[src/rtl/ltl_mon_pkg.sv]
// ltl_mon_pkg -- shared types for the LTL monitor engine.
//
// Contents:
//   start_e      start type of an STE (none / start-of-data / all-input)
//   cfg_sel_e    configuration write target selector
//   interval_t   one match interval {lo, hi, valid}, sized for the widest symbol
//   unpack_interval()  extracts an interval from a 32-bit config word
package ltl_mon_pkg;

  // Widest supported symbol; narrower symbols are zero-extended for compares.
  localparam int SYM_W_MAX = 15;

  typedef enum logic [1:0] {
    START_NONE = 2'd0,
    START_SOD  = 2'd1,
    START_ALL  = 2'd2,
    START_RSVD = 2'd3   // behaves as START_NONE
  } start_e;

  typedef enum logic [1:0] {
    SEL_INTERVAL = 2'd0,
    SEL_ADJ      = 2'd1,
    SEL_START    = 2'd2,
    SEL_MASK     = 2'd3
  } cfg_sel_e;

  typedef struct packed {
    logic [SYM_W_MAX-1:0] lo;
    logic [SYM_W_MAX-1:0] hi;
    logic                 valid;
  } interval_t;

  // lo sits in data[sym_w-1:0], hi in data[2*sym_w-1:sym_w], valid in data[31].
  function automatic interval_t unpack_interval(input logic [31:0] data, input int sym_w);
    interval_t r;
    r = '0;
    for (int k = 0; k < SYM_W_MAX; k++) begin
      if (k < sym_w) begin
        r.lo[k] = data[k];
        r.hi[k] = data[sym_w + k];
      end
    end
    r.valid = data[31];
    return r;
  endfunction

endpackage

[src/rtl/ltl_mon_interval_match.sv]
// ltl_mon_interval_match -- per-STE symbol class test.
//
// Ports:
//   intervals  N_INT configured intervals of this STE
//   symbols    current input symbol (SYM_W bits, unsigned)
//   match      1 when any valid interval contains the symbol (inclusive bounds)
module ltl_mon_interval_match
  import ltl_mon_pkg::*;
#(
  parameter int SYM_W = 8,
  parameter int N_INT = 4
) (
  input  interval_t [N_INT-1:0] intervals,
  input  logic [SYM_W-1:0]      symbols,
  output logic                  match
);

  logic [SYM_W_MAX-1:0] sym_ext;
  logic [N_INT-1:0]     hit;

  assign sym_ext = SYM_W_MAX'(symbols);

  for (genvar k = 0; k < N_INT; k++) begin : g_cmp
    assign hit[k] = intervals[k].valid
                  && (intervals[k].lo <= sym_ext)
                  && (sym_ext <= intervals[k].hi);
  end

  assign match = |hit;

endmodule

[src/rtl/ltl_mon_engine.sv]
// ltl_mon_engine -- homogeneous-automaton monitor with a single-entry report buffer.
//
// Each STE (state transition element) activates when its symbol class matches
// and it is either enabled by an active predecessor or by its start type.
// Reports (active & mask) are held until the consumer takes them; a report
// arriving while one is held and not being accepted is dropped and flagged.
//
// Ports:
//   clk, reset        clock, asynchronous active-high reset
//   run, symbols      symbol-valid strobe and symbol
//   cfg_we/sel/idx/sub/data  configuration write port (accepted only when run=0)
//   cfg_err           sticky: an illegal config write was seen
//   active            registered active-state vector
//   rpt_valid/ready   report handshake
//   rpt_vec, rpt_ts   held report vector and its run-cycle index
//   rpt_ovf           sticky: a report was dropped
//   hit_cnt           (LTL_MON_HIT_CNT_EN only) saturating count of accepted reports
//
// Build option: define LTL_MON_HIT_CNT_EN to add the hit_cnt output.
module ltl_mon_engine
  import ltl_mon_pkg::*;
#(
  parameter int N_STE = 16,
  parameter int SYM_W = 8,
  parameter int N_INT = 4,
  parameter int TS_W  = 32
) (
  input  logic             clk,
  input  logic             reset,
  input  logic             run,
  input  logic [SYM_W-1:0] symbols,
  input  logic             cfg_we,
  input  logic [1:0]       cfg_sel,
  input  logic [4:0]       cfg_idx,
  input  logic [2:0]       cfg_sub,
  input  logic [31:0]      cfg_data,
  output logic             cfg_err,
  output logic [N_STE-1:0] active,
  output logic             rpt_valid,
  input  logic             rpt_ready,
  output logic [N_STE-1:0] rpt_vec,
  output logic [TS_W-1:0]  rpt_ts,
  output logic             rpt_ovf
`ifdef LTL_MON_HIT_CNT_EN
  ,
  output logic [15:0]      hit_cnt
`endif
);

  // ---------------------------------------------------------------- config
  interval_t [N_INT-1:0] ivl_tab   [N_STE];
  logic [N_STE-1:0]      adj_tab   [N_STE];
  start_e                start_tab [N_STE];
  logic [N_STE-1:0]      rpt_mask;

  cfg_sel_e sel;
  logic     cfg_bad;
  logic     cfg_ok;

  assign sel     = cfg_sel_e'(cfg_sel);
  assign cfg_bad = cfg_we && (run || (int'(cfg_idx) >= N_STE) || (int'(cfg_sub) >= N_INT));
  assign cfg_ok  = cfg_we && !cfg_bad;

  // Only the low bits of cfg_data are meaningful for narrow configurations.
  logic unused_cfg_bits;
  assign unused_cfg_bits = ^cfg_data;

  // NOTE: the config tables are flops with reset, not a RAM: every output must
  // read 0 after reset, so stale match rules must not survive it.
  always_ff @(posedge clk or posedge reset) begin
    if (reset) begin
      for (int i = 0; i < N_STE; i++) begin
        ivl_tab[i]   <= '0;
        adj_tab[i]   <= '0;
        start_tab[i] <= START_NONE;
      end
      rpt_mask <= '0;
      cfg_err  <= 1'b0;
    end else begin
      if (cfg_bad) cfg_err <= 1'b1;
      if (cfg_ok) begin
        // Decode by comparison so a 5-bit index never aliases a narrower table.
        for (int i = 0; i < N_STE; i++) begin
          if (int'(cfg_idx) == i) begin
            case (sel)
              SEL_INTERVAL: begin
                for (int k = 0; k < N_INT; k++) begin
                  if (int'(cfg_sub) == k) ivl_tab[i][k] <= unpack_interval(cfg_data, SYM_W);
                end
              end
              SEL_ADJ:   adj_tab[i]   <= cfg_data[N_STE-1:0];
              SEL_START: start_tab[i] <= start_e'(cfg_data[1:0]);
              default: ;
            endcase
          end
        end
        if (sel == SEL_MASK) rpt_mask <= cfg_data[N_STE-1:0];
      end
    end
  end

  // ---------------------------------------------------------------- matching
  logic [N_STE-1:0] match;

  for (genvar i = 0; i < N_STE; i++) begin : g_ste
    ltl_mon_interval_match #(
      .SYM_W (SYM_W),
      .N_INT (N_INT)
    ) u_match (
      .intervals (ivl_tab[i]),
      .symbols   (symbols),
      .match     (match[i])
    );
  end

  // ---------------------------------------------------------------- next state
  logic             armed;   // cleared by the first run cycle after reset
  logic             sod;
  logic [TS_W-1:0]  ts;
  logic [N_STE-1:0] active_next;
  logic [N_STE-1:0] rep;
  logic             rep_fire;

  assign sod = armed && run;

  // NOTE: every always_comb output gets a default first so no path leaves it
  // unassigned, which would otherwise infer a latch.
  always_comb begin
    active_next = '0;
    for (int i = 0; i < N_STE; i++) begin
      active_next[i] = match[i]
                     && ((|(active & adj_tab[i]))
                         || (start_tab[i] == START_ALL)
                         || ((start_tab[i] == START_SOD) && sod));
    end
  end

  assign rep      = active_next & rpt_mask;
  assign rep_fire = run && (|rep);

  // NOTE: sequential state uses non-blocking assignments so every flop samples
  // pre-edge values regardless of statement or block order.
  always_ff @(posedge clk or posedge reset) begin
    if (reset) begin
      active <= '0;
      ts     <= '0;
      armed  <= 1'b1;
    end else if (run) begin
      active <= active_next;
      ts     <= ts + TS_W'(1);
      armed  <= 1'b0;
    end
  end

  // ---------------------------------------------------------------- report buffer
  always_ff @(posedge clk or posedge reset) begin
    if (reset) begin
      rpt_valid <= 1'b0;
      rpt_vec   <= '0;
      rpt_ts    <= '0;
      rpt_ovf   <= 1'b0;
    end else begin
      if (rep_fire && (!rpt_valid || rpt_ready)) begin
        // Empty slot, or the held report leaves this cycle: take the new one.
        rpt_valid <= 1'b1;
        rpt_vec   <= rep;
        rpt_ts    <= ts;
      end else if (rpt_valid && rpt_ready) begin
        rpt_valid <= 1'b0;
      end else if (rep_fire) begin
        // Slot occupied and not draining: the new report is lost.
        rpt_ovf <= 1'b1;
      end
    end
  end

`ifdef LTL_MON_HIT_CNT_EN
  always_ff @(posedge clk or posedge reset) begin
    if (reset) begin
      hit_cnt <= '0;
    end else if (rpt_valid && rpt_ready && (hit_cnt != 16'hFFFF)) begin
      hit_cnt <= hit_cnt + 16'd1;
    end
  end
`endif

endmodule

[config.mk]
export PLATFORM = sky130hd
export DESIGN_NAME = ltl_mon_engine
export DESIGN_NICKNAME = d
export VERILOG_FILES = /design/src/rtl/ltl_mon_pkg.sv /design/src/rtl/ltl_mon_interval_match.sv /design/src/rtl/ltl_mon_engine.sv
export SDC_FILE = /design/constraint.sdc
export NUM_CORES = 2
export LEC_CHECK = 0
export ABC_AREA = 1
export BUFFER_PORTS_ARGS = -buffer_cell sky130_fd_sc_hd__buf_2
export CAP_MARGIN = 25
export CORE_AREA = 2 2 406 408
export DETAILED_ROUTE_END_ITERATION = 12
export DIE_AREA = 0 0 408 410
export PLACE_DENSITY = 0.68
export SETUP_SLACK_MARGIN = 0.05
export SLEW_MARGIN = 20
export SYNTH_ARGS = -nofsm -noshare
export SYNTH_HDL_FRONTEND = slang
export SYNTH_SLANG_ARGS = --single-unit
[constraint.sdc]
create_clock -name clk -period 71.1 [get_ports clk]
set_clock_uncertainty 0.05 [all_clocks]
set_input_delay 21.33 -clock clk [delete_from_list [all_inputs] [get_ports clk]]
set_output_delay 21.33 -clock clk [all_outputs]
set_load 0.02 [all_outputs]
==> results.sh <==
export IMPL_crit_top_cell="nand2_1"
export IMPL_pre_cts_slack_ns=43.95
export IMPL_syn_inst=9647
export IMPL_clockRootBuffer="clkbuf_16"
export IMPL_setup_viol=0
export IMPL_syn_nets=10727
export IMPL_nets=10650
export IMPL_num_vias=65181
export IMPL_grt_use_met1=0.3596
export IMPL_drc_errors=0
export IMPL_numCtsBuffers=161
export IMPL_grt_max_degree=172
export IMPL_antenna_found_initial=16
export IMPL_mostFrequentLayoutCell="nand2_1"
export IMPL_postCtsSetupRepairBufs=0
export IMPL_wire_per_inst_um=19.32
export IMPL_cts_tree="built"
export IMPL_core_area_sq_um=163500
export IMPL_worstSetupPathType="in -> reg"
export IMPL_fill_cells=14763
export IMPL_path_max_fanout=50
export IMPL_setup_slack_ns=44.84
export IMPL_dr_pass1_iters=6
export IMPL_drtIter0Drc=5557
export IMPL_p_leak_nw=44.67
export IMPL_post_dp_cell_area_sq_um=83550
export IMPL_place_congestion=0.8249
export IMPL_ys_seq_area_frac=0.4600
export IMPL_fin_area_sq_um=89100
export IMPL_grt_usage=0.2749
export IMPL_syn_to_final_growth_pct=9.775
export IMPL_clk_pin_slew_ns=0.06
export IMPL_busiest_layer="met2"
export IMPL_clockBufferDepth=3
export IMPL_cts_resized_gates=0
export IMPL_io_buffer_count=106
export IMPL_p_per_area_nw_per_um2=20.76
export IMPL_status="complete, no violations"
export IMPL_slowest_stage="buf_4"
export IMPL_slowest_delay_ns=0.65
export IMPL_ios=122
export IMPL_design_die_area_sq_um=167300
export IMPL_die_w_um=408
export IMPL_worstHoldPathType="reg -> reg"
export IMPL_wirelength_um=229700
export IMPL_fin_total_pwr_mw=1.849
export IMPL_tightestPinTransition_ns=1.128
export IMPL_rows=149
export IMPL_h_tree_depth=4
export IMPL_yosys_warnings=0
export IMPL_grt_pass1_wl_um=357200
export IMPL_timing_final_crit_period_ns=26.26
export IMPL_vias_per_cell=5.482
export IMPL_ir_worst_vdd_mv=0.02080
export IMPL_synth_seq_cells=1492
export IMPL_die_h_um=410
export IMPL_final_cell_mix="3004 x nand2_1, 1491 x dfrtp_1, 1416 x o21ai_0"
export IMPL_grt_use_met2=0.4519
export IMPL_ctsHoldBuffers=0
export IMPL_startpoint_type="input port"
export IMPL_setup_tns_ns=0
export IMPL_async_reset_ff_frac=1.000
export IMPL_syn_area_per_cell_sq_um=8.413
export IMPL_fin_crit_sh=0.3693
export IMPL_synth_main_ff_cell="dfrtp_1"
export IMPL_drv_cap=0
export IMPL_synth_edf_count=0
export IMPL_cp_data_arrival_time_ns=26.87
export IMPL_netlist_area_sq_um=81160
export IMPL_clk_latency_ns=0.80
export IMPL_max_freq_ghz=0.03808
export IMPL_regArea_sq_um=37340
export IMPL_cp_required_ns=71.71
export IMPL_hold_viol_final=0
export IMPL_synth_cell_types=40
export IMPL_grt_pass1_vias=62820
export IMPL_slew_viol_final=0
export IMPL_cp_end_kind="register"
export IMPL_met3_usage=0.05268
export IMPL_start_util=0.4964
export IMPL_multi_input_area_sq_um=38380
export IMPL_ant_nets=0
export IMPL_post_dp_hpwl_um=131800
export IMPL_cts_sinks=1492
export IMPL_drive_gt1_frac=0.05290
export IMPL_rsz0062_at_grt="no"
export IMPL_slew_limit_headroom=0.2478
export IMPL_grt_remaining_overflow=0
export IMPL_cp_cell_sequence="buf_4 > inv_4 > buf_4 > ha_1 > nand2_1 > nor2_1 > nand4_1 > nand2_1 > nand3_1 > nand2_1 > inv_1 > nand2_1 > nand3_1 > nand2_1 > inv_1 > nand2_1 > nor2_1 > nand2_1 > buf_4 > nand3_2 > buf_16 > nand2_1 > nand2_1"
==> layout make-up <==
class | count | area share
multi-input combinational | 6711 | 0.4308
clock inverter | 38 | 0.004030
clock buffer | 253 | 0.05564
sequential | 1492 | 0.4191
inverter | 1000 | 0.04299
antenna | 3 | 0.00008426
timing repair buffer | 204 | 0.01668
tap | 2189 | 0.03074
==> synthesized netlist by cell type (68+ instances only) <==
library cell / count / area (sq um)
nor2_1: 286 / 1074
ha_1: 1025 / 12820
inv_1: 996 / 3739
clkbuf_1: 399 / 1498
o21ai_0: 1416 / 7087
nand4_1: 209 / 1308
nand3_1: 119 / 595.6
o21a_1: 112 / 840.8
a21oi_1: 317 / 1587
dfrtp_1: 1491 / 37310
o21bai_1: 68 / 510.5
nand2_1: 3004 / 11280
==> critical path: cells and delay by family <==
kind,cells,cell delay (ns)
fa+ha+maj,1,0.45
buf+inv,7,2.55
simple gates,15,2.44
==> through the flow <==
step,cells,util,hold slack (ns)
6_report,11890,0.5449,0.4016
2_1_floorplan,9647,-,0.3763
3_5_place_dp,11584,0.5110,0.3956
4_1_cts,11875,0.5436,0.4044
5_1_grt,11888,0.5449,0.4371
3_3_place_gp,11582,0.5108,0.3877
==> flip-flops by register name, summed over array words and instances (netlist names) <==
signal and flops:
ivl_tab 1088, adj_tab 256, rpt_ts 32, start_tab 32, ts 32, active 16
rpt_mask 16, rpt_vec 16, armed 1, cfg_err 1, rpt_ovf 1, rpt_valid 1
==> cell families after synthesis <==
kind of cell | synth area share
fa+ha+maj | 0.1580
simple gates | 0.1794
flops | 0.4600
buf+inv | 0.06752
xor+xnor | 0.002914
compound gates | 0.1321
==> power breakdown <==
group | internal (mW) | total [mW] | switching [mW]
clock | 0.489 | 0.844 | 0.355
combinational | 0.0362 | 0.140 | 0.104
sequential | 0.858 | 0.865 | 0.00657
==> per-layer routing <==
layer / vias up / wire length (um)
met5: - / 93
met4: 16 / 9438
met3: 485 / 16790
met2: 1850 / 104900
met1: 31424 / 98520
li1: 31406 / -
==> worst paths after layout <==
kind	start	to	slack [ns]	depth (start not counted)
hold / removal	armed	armed	0.40	2
min in group asynchronous	reset	rpt_ts[20]	20.70	2
setup reg to reg	ivl_tab[389]	rpt_ts[12]	66.75	23
hold reg to reg	armed	armed	0.40	2
setup / recovery	symbols[6]	rpt_ts[12]	44.84	23
max in group asynchronous	reset	ivl_tab[690]	46.70	7
(Power assumes the default switching activity.)
